--- src/rtl/btc_result_collector.sv ---
// Job sequencer and found-nonce FIFO wrapped around the mining core.
// Optional per-result elapsed-cycle tagging: define BTC_COLLECTOR_ELAPSED_EN.
module btc_result_collector #(
   parameter int unsigned FIFO_DEPTH  = 4,
   parameter int unsigned ACK_TIMEOUT = 16,
   parameter int unsigned CNT_W       = 16
) (
   input  logic                          clk,
   input  logic                          rst,
   input  logic                          job_valid,
   output logic                          job_ready,
   input  logic [31:0]                   job_nonce,
   input  logic                          job_resume,
   output logic                          core_start_a,
   output logic                          core_use_nonce_in,
   output logic [31:0]                   core_nonce_in,
   input  logic                          core_done,
   input  logic                          core_nonce_found_flag,
   input  logic [31:0]                   core_nonce_out,
   output logic                          res_valid,
   input  logic                          res_ready,
   output logic [31:0]                   res_nonce,
   output logic [$clog2(FIFO_DEPTH):0]   res_level,
   output logic                          busy,
   output logic [CNT_W-1:0]              found_count,
`ifdef BTC_COLLECTOR_ELAPSED_EN
   output logic [31:0]                   res_cycles,
`endif
   output logic                          err_ack
);

   localparam int unsigned AW    = (FIFO_DEPTH > 1) ? $clog2(FIFO_DEPTH) : 1;
   localparam int unsigned LW    = $clog2(FIFO_DEPTH) + 1;
   localparam int unsigned ACK_W = $clog2(ACK_TIMEOUT + 1);

   typedef enum logic [2:0] {
      S_IDLE,
      S_LAUNCH,
      S_WAIT_ACK,
      S_RUN,
      S_RESULT
   } state_t;

   state_t r_state;
   state_t w_next;

   logic              r_done_d;
   logic              r_start;
   logic [31:0]       r_nonce_in;
   logic              r_resume;
   logic [ACK_W-1:0]  r_ack_cnt;
   logic              r_res_f;
   logic [31:0]       r_res_n;
   logic [CNT_W-1:0]  r_found_cnt;
   logic              r_err_ack;

   logic [31:0]       r_mem [FIFO_DEPTH];
   logic [AW-1:0]     r_wr_ptr;
   logic [AW-1:0]     r_rd_ptr;
   logic [LW-1:0]     r_count;

   logic              w_done_rise;
   logic              w_ack_max;
   logic              w_full;
   logic              w_pop;
   logic              w_space;
   logic              w_job_ready;
   logic              w_busy;
   logic              w_accept;
   logic              w_launch;
   logic              w_ack_inc;
   logic              w_timeout;
   logic              w_capture;
   logic              w_push;
   logic              w_relaunch;

   assign w_done_rise = core_done & ~r_done_d;
   assign w_ack_max   = (r_ack_cnt == ACK_W'(ACK_TIMEOUT - 1));
   assign w_full      = (r_count == LW'(FIFO_DEPTH));
   assign w_pop       = (r_count != '0) & res_ready;
   // A pop in the same cycle frees the slot, so a stalled push may proceed.
   assign w_space     = ~w_full | w_pop;

   always_ff @(posedge clk) begin
      if (rst) begin
         r_state <= S_IDLE;
      end else begin
         r_state <= w_next;
      end
   end

   always_comb begin
      w_next = r_state;
      unique case (r_state)
         S_IDLE:     if (job_valid) w_next = S_LAUNCH;
         S_LAUNCH:   w_next = S_WAIT_ACK;
         S_WAIT_ACK: begin
            if (!core_done)     w_next = S_RUN;
            else if (w_ack_max) w_next = S_IDLE;
         end
         S_RUN:      if (w_done_rise) w_next = S_RESULT;
         S_RESULT: begin
            if (!r_res_f)        w_next = S_IDLE;
            else if (w_space)    w_next = w_relaunch ? S_LAUNCH : S_IDLE;
         end
         default:    w_next = S_IDLE;
      endcase
   end

   always_comb begin
      w_job_ready = 1'b0;
      w_busy      = 1'b1;
      w_accept    = 1'b0;
      w_launch    = 1'b0;
      w_ack_inc   = 1'b0;
      w_timeout   = 1'b0;
      w_capture   = 1'b0;
      w_push      = 1'b0;
      w_relaunch  = 1'b0;
      unique case (r_state)
         S_IDLE: begin
            w_job_ready = 1'b1;
            w_busy      = 1'b0;
            w_accept    = job_valid;
         end
         S_LAUNCH:   w_launch = 1'b1;
         S_WAIT_ACK: begin
            w_ack_inc = core_done & ~w_ack_max;
            w_timeout = core_done & w_ack_max;
         end
         S_RUN:      w_capture = w_done_rise;
         S_RESULT: begin
            w_push     = r_res_f & w_space;
            w_relaunch = r_res_f & w_space & r_resume & (r_res_n != '1);
         end
         default:    w_busy = 1'b1;
      endcase
   end

   always_ff @(posedge clk) begin
      if (rst) begin
         r_done_d    <= 1'b1;
         r_start     <= 1'b0;
         r_nonce_in  <= '0;
         r_resume    <= 1'b0;
         r_ack_cnt   <= '0;
         r_res_f     <= 1'b0;
         r_res_n     <= '0;
         r_found_cnt <= '0;
         r_err_ack   <= 1'b0;
      end else begin
         r_done_d <= core_done;
         if (w_accept) begin
            r_nonce_in <= job_nonce;
            r_resume   <= job_resume;
         end
         if (w_launch) begin
            r_start   <= ~r_start;
            r_ack_cnt <= '0;
         end
         if (w_ack_inc) r_ack_cnt <= r_ack_cnt + ACK_W'(1);
         if (w_timeout) r_err_ack <= 1'b1;
         if (w_capture) begin
            r_res_f <= core_nonce_found_flag;
            r_res_n <= core_nonce_out;
         end
         if (w_push && (r_found_cnt != '1)) r_found_cnt <= r_found_cnt + CNT_W'(1);
         if (w_relaunch) r_nonce_in <= r_res_n + 32'd1;
      end
   end

   always_ff @(posedge clk) begin
      if (w_push) r_mem[r_wr_ptr] <= r_res_n;
   end

   always_ff @(posedge clk) begin
      if (rst) begin
         r_wr_ptr <= '0;
         r_rd_ptr <= '0;
         r_count  <= '0;
      end else begin
         if (w_push) r_wr_ptr <= r_wr_ptr + AW'(1);
         if (w_pop)  r_rd_ptr <= r_rd_ptr + AW'(1);
         unique case ({w_push, w_pop})
            2'b10:   r_count <= r_count + LW'(1);
            2'b01:   r_count <= r_count - LW'(1);
            default: r_count <= r_count;
         endcase
      end
   end

`ifdef BTC_COLLECTOR_ELAPSED_EN
   logic [31:0] r_elapsed;
   logic [31:0] r_res_cyc;
   logic [31:0] r_mem_cyc [FIFO_DEPTH];

   always_ff @(posedge clk) begin
      if (rst) begin
         r_elapsed <= '0;
         r_res_cyc <= '0;
      end else begin
         if (w_launch) begin
            r_elapsed <= '0;
         end else if (((r_state == S_WAIT_ACK) || (r_state == S_RUN)) && (r_elapsed != '1)) begin
            r_elapsed <= r_elapsed + 32'd1;
         end
         if (w_capture) r_res_cyc <= r_elapsed;
      end
   end

   always_ff @(posedge clk) begin
      if (w_push) r_mem_cyc[r_wr_ptr] <= r_res_cyc;
   end

   assign res_cycles = r_mem_cyc[r_rd_ptr];
`endif

   assign job_ready         = w_job_ready & ~rst;
   assign busy              = w_busy;
   assign core_start_a      = r_start;
   assign core_use_nonce_in = 1'b1;
   assign core_nonce_in     = r_nonce_in;
   assign res_valid         = (r_count != '0);
   assign res_nonce         = r_mem[r_rd_ptr];
   assign res_level         = r_count;
   assign found_count       = r_found_cnt;
   assign err_ack           = r_err_ack;

endmodule

--- config.mk ---
export PLATFORM = sky130hd
export DESIGN_NAME = btc_result_collector
export DESIGN_NICKNAME = d
export VERILOG_FILES = /design/src/rtl/btc_result_collector.sv
export SDC_FILE = /design/constraint.sdc
export NUM_CORES = 1
export LEC_CHECK = 0
export BUFFER_PORTS_ARGS = -buffer_cell sky130_fd_sc_hd__clkbuf_2
export CORE_MARGIN = 2
export CORE_UTILIZATION = 63
export CTS_BUF_LIST = sky130_fd_sc_hd__clkbuf_8
export DETAILED_ROUTE_END_ITERATION = 10
export PLACE_DENSITY = 0.89
export SLEW_MARGIN = 15
export SYNTH_ARGS = -nofsm -noshare
export SYNTH_HDL_FRONTEND = slang
export SYNTH_SLANG_ARGS = --single-unit
export TNS_END_PERCENT = 50
--- constraint.sdc ---
create_clock -name clk -period 3.8 [get_ports clk]
set_input_delay 0.38 -clock clk [delete_from_list [all_inputs] [get_ports clk]]
set_output_delay 0.38 -clock clk [all_outputs]
set_load 0.005 [all_outputs]
# After elaboration in Yosys (flattened, before gate mapping)
# Memories as Yosys holds them, arrays and structs flattened. A register that Yosys moved wholly into a read port is not among the register bits.
# Index checks and enable logic that the tools add are counted.
[word_totals]
register_bits = 100
ramBits = 128
input_bits = 71
out_inout_bits = 89
elab_cells = 82
memories = 1
[classes]
add_sub_neg = 7
n_eq_ne = 14
mux = 26
bitwise_logic = 14
reduce_logical = 7
[mem_list]
columns = ["name", "words", "width", "rd", "rd_clocked_by_memory_dff", "write_ports", "line_no", "source"]
rows = [
  ["r_mem", 4, 32, 1, 1, 1, "57", "logic [31:0] r_mem [FIFO_DEPTH];"],
]
[op_table]
columns = ["cell", "n"]
rows = [
  ["$mux W32", 2],
  ["$add A32 B1 Y32 const B", 1],
  ["$ne A32 B32 Y1 const B", 1],
  ["$mux W3", 6],
  ["$add A16 B1 Y16 const B", 1],
  ["$ne A16 B16 Y1 const B", 1],
  ["$pmux W3 S5", 1],
  ["$mux W1", 12],
  ["$mux W5", 2],
  ["$and A1 B1 Y1", 8],
  ["$eq A3 B2 Y1 const B", 2],
  ["$eq A3 B3 Y1 const B", 2],
  ["$ne A3 B3 Y1 const B", 2],
  ["$pmux W3 S2", 1],
  ["$reduce_bool A2 Y1", 3],
  ["$add A5 B1 Y5 const B", 1],
  ["$eq A5 B4 Y1 const B", 1],
  ["$not A1 Y1", 5],
  ["$add A2 B1 Y2 const B", 2],
  ["$mux W2", 2],
  ["$ne A2 B2 Y1 const B", 2],
  ["$reduce_and A4 Y1", 1],
  ["$add A3 B1 Y3 const B", 1],
  ["$eq A3 B1 Y1 const B", 1],
  ["other kinds (7)", 7],
]

# Depth between registers and ports, before layout
[logic_depth]
ltp_word = 11
depth_mapped = 9
depth_no_buf = 9

# Worst setup path after synthesis
# No wires, ideal clock.
[synth_timing]
kind = "reg-to-reg"
from = "register r_count[0], in the netlist res_level[0]"
to = "register r_count[2], in the netlist res_level[2]"
setup_ns = 0.070
arrival_ns = 2.197
setup_slack_ns = 1.533
path_stages_with_launch = 10
n_path_buf = 0
period_less_slack_ns = 2.267
path_cell_list = "dfxtp_1 -> nor4b_4 -> nor2_4 -> inv_1 -> ha_1 -> inv_1 -> fa_1 -> xor2_1 -> or3_1 -> a21oi_1"
[synth_between]
elab_chain_cells = 7
[synth_rtl]
columns = ["item", "line_no", "source"]
rows = [
  ["start: declaration", "60", "logic [LW-1:0] r_count;"],
  ["start signal: assignment", "185", "2'b10: r_count <= r_count + LW'(1);"],
  ["start signal: assignment", "186", "2'b01: r_count <= r_count - LW'(1);"],
  ["start signal: assignment", "187", "default: r_count <= r_count;"],
  ["$reduce_bool A3 Y1 / $eq A3 B3 Y1 (equally long branches)", "80, 79", ""],
  ["$and A1 B1 Y1 / $not A1 Y1 (equally long branches)", "80, 82", ""],
  ["$or A1 B1 Y1", "82", "assign w_space = ~w_full | w_pop;"],
  ["$and A1 B1 Y1", "133", "w_push = r_res_f & w_space;"],
  ["$mux W1", "120", "unique case (r_state)"],
  ["$eq A2 B1 Y1 / $eq A2 B2 Y1 (equally long branches)", "184", "unique case ({w_push, w_pop})"],
  ["$pmux W3 S2 / $reduce_bool A2 Y1 (equally long branches)", "-", ""],
]
# Several ways; a longest one is shown, not always the timed one.
# A chain may end at the register's enable or synchronous reset.

==> qor.yml <==
outcome: "finished clean"
nFillCells: 994
drc: 0
core_area_um2: 15100
via_per_inst: 6.07
min_from: "core_nonce_out[4]"
path_max_fanout: 18
critPathLaunchType: "flip-flop"
hold_path.class: "in2reg"
final_hold_viol_count: 0
pwr-share-seq_pct: 53.8
yosysTopAreaCellShare_pct: 39.5
synth_cell_types: 62
area_delta_synth_final_pct: 16.1
critical_path_class: "reg2out"
synthTopCellsByArea: "edfxtp_1 40%, dfxtp_1 21%, mux4_2 7.4%"
arrival_ns: 2.38
antenna_found_initial: 0
finClkSkew_ns: 0.0297
die_w_um: 128
final_cell_mix: "157 x clkbuf_2, 140 x nand2_1, 128 x edfxtp_1, 101 x dfxtp_1, 67 x a21oi_1"
stdcell_count: 1176
numCtsBuffers: 36
worstHoldEndpoint: "r_res_n[4]"
wl_per_cell_um: 19.4
combPwrFrac_pct: 8.6
synth_fp_nets: 883
intPower_mw: 3.85
setup_viol: 0
relSlewSlack_pct: 45.1
drv_slew: 0
drive_above_1_share_pct: 28.3
setup_tns_ns: 0
period_needed_ns: 2.76
rr_startpoint: "r_res_n[0]"
start_util_pct: 64.2
fmax_ghz: 0.363
fp-row-count: 45
clockBufferDepth: 3
overflow: 0
cts_tree: "done"
layout_commonest_cell: "clkbuf_2"
ir_worst_vdd_mv: 0.296
dieArea_um2: 16400
power.density_nw_per_um2: 453
switching_share_pct: 24.7
r2r-end: "core_nonce_in[2]"
antenna_cells: 0
r2r_slack_ns: 1.05
grt_pass1_vias: 6872
postSynth.asyncResetShare_pct: 0
final_antenna_net_count: 0
path_cells: "buf_4, mux4_2, clkbuf_2"
ctsResizeCount: 0
dr.pass1.iters: 5
gp_congestion: 0.904
synth_top_area_cell: "edfxtp_1"
synth_top_flop_cell: "edfxtp_1"
die_y_um: 128
cts.clk_slew.worst_paths_ns: 0.06
synth.avg_cell_area_um2: 12.1
ys.warnings.count: 0
critPathRequiredTime_ns: 3.42
clock-sinks: 230
worstRegToRegCells: 7
cap_viol_max_count: 0
cts-root-buf: "clkbuf_8"
ys_seq_area_share_pct: 60.5
fin_crit_sh_pct: 72.5
clockPowerShare_pct: 37.6
h-tree-depth: 2
port-buffer-count: 158
via_count: 7135
post-place-cells: 1111
slowest_delay_ns: 0.73
num_io_pins: 160
p_switching_mw: 1.26
rsz0062_at_grt: "no"
syn_area_um2: 9730
post_cts_buffers: 0
insertion_delay_ns: 0.52
end_kind: "primary output"
grt_max_degree: 68
worstMarginPinSlew_ns: 0.817
power_mw: 5.11
grt_pass1_wl_um: 35200
routed_wl_um: 22800
leakage_nw: 4.22
track_usage_pct: 28.0
drt_iter0_drc: 631
synth_edf_count: 128
critPathSlowestCell: "dfxtp_2"
whs_path_depth: 3
fin_nets: 1042
postSynthCellCount: 802
dp_hpwl_um: 15000
final_util_pct: 74.5
ys_seq_elements: 230
ctsHoldBuffers: 0
==> power groups by stage <==
| stage | clock [mW] | combinational [mW] | sequential [mW] |
|---|---|---|---|
| final | 1.92 | 0.441 | 2.75 |
| after global routing | 2.05 | 0.487 | 2.76 |
| after CTS | 1.94 | 0.437 | 2.75 |
| after detailed placement | 0 | 0.434 | 2.80 |
| after global placement | 0 | 0.424 | 2.80 |
| after floorplan | 0 | 0.284 | 2.77 |
==> registers in the layout, indices dropped and copies added (netlist names), named ones only <==
signal         count
r_mem            128
core_nonce_in     32
r_res_n           32
found_count       16
r_ack_cnt          5
r_state            3
res_level          3
r_rd_ptr           2
r_wr_ptr           2
core_start_a       1
err_ack            1
r_done_d           1
r_res_f            1
r_resume           1
==> area by class of cell <==
cell class	instances	area (um^2)	area share, %
sequential	230	5890	52.1
multi-input combinational	508	3550	31.5
timing repair buffer	172	898	7.96
clock buffer	41	564	5.00
tap	188	235	2.08
clock inverter	24	104	0.920
inverter	13	48.8	0.432
==> worst max-delay path by stage <==
stage / from / endpoint / slack (ns) / cells past startpoint
6_report: flip-flop / res_nonce[29] / 1.04 / 3
5_1_grt: r_res_n[0] / core_nonce_in[2] / 0.85 / 7
4_1_cts: flip-flop / res_nonce[29] / 0.98 / 3
3_5_place_dp: r_res_n[0] / core_nonce_in[12] / 1.11 / 7
3_3_place_gp: r_res_n[0] / core_nonce_in[12] / 1.25 / 7
2_1_floorplan: res_level[0] / res_level[2] / 1.53 / 9
==> per-stage QoR <==
stage,worst slack [ns],area [um^2],hold slack [ns]
after floorplan,1.53,9730,0.429
after global placement,1.25,10600,0.446
after detailed placement,1.11,10600,0.450
after CTS,0.979,11300,0.0811
after global routing,0.845,11300,0.0884
final,1.04,11300,0.0874
==> layer usage <==
layer | vias up | part of all wire (%) | track usage (%)
li1 | 3267 | - | -
met1 | 3450 | 40 | 37.1
met2 | 362 | 48 | 45.3
met3 | 56 | 8.4 | 5.30
met4 | 0 | 3.6 | 12.6
met5 | - | 0 | 0
==> cells by family (layout without fill, tap and decap cells) <==
kind of cell / after synthesis / in the layout / share of synthesized area [%]
adders and majority gates: 10 / 10 / 1.36
and+or+nand+nor: 292 / 292 / 14.8
DFF: 230 / 230 / 60.5
muxes: 34 / 34 / 7.62
buffers and inverters: 64 / 250 / 3.10
other: 1 / 1 / 0.0386
AOI/OAI and AO/OA: 131 / 131 / 8.93
xor gates and xnor gates: 40 / 40 / 3.60
==> synth_stat cells (9+ instances only) <==
cell type,n
a21oi_1,67
a31o_1,10
and3_1,11
buf_2,15
clkbuf_1,24
dfxtp_1,102
edfxtp_1,128
ha_1,9
inv_1,13
mux4_2,32
nand2_1,141
nand3_1,28
nor2_1,41
nor3_1,12
nor4_1,10
o21ai_0,12
or3_1,9
xnor2_1,24
xor2_1,16
==> critical path, delay by kind of cell (launching register included) <==
family,cells,cell delay [ns]
DFF,1,0.73
muxes,1,0.60
buffers and inverters,2,0.53
Power figures use the tool's default switching activity.
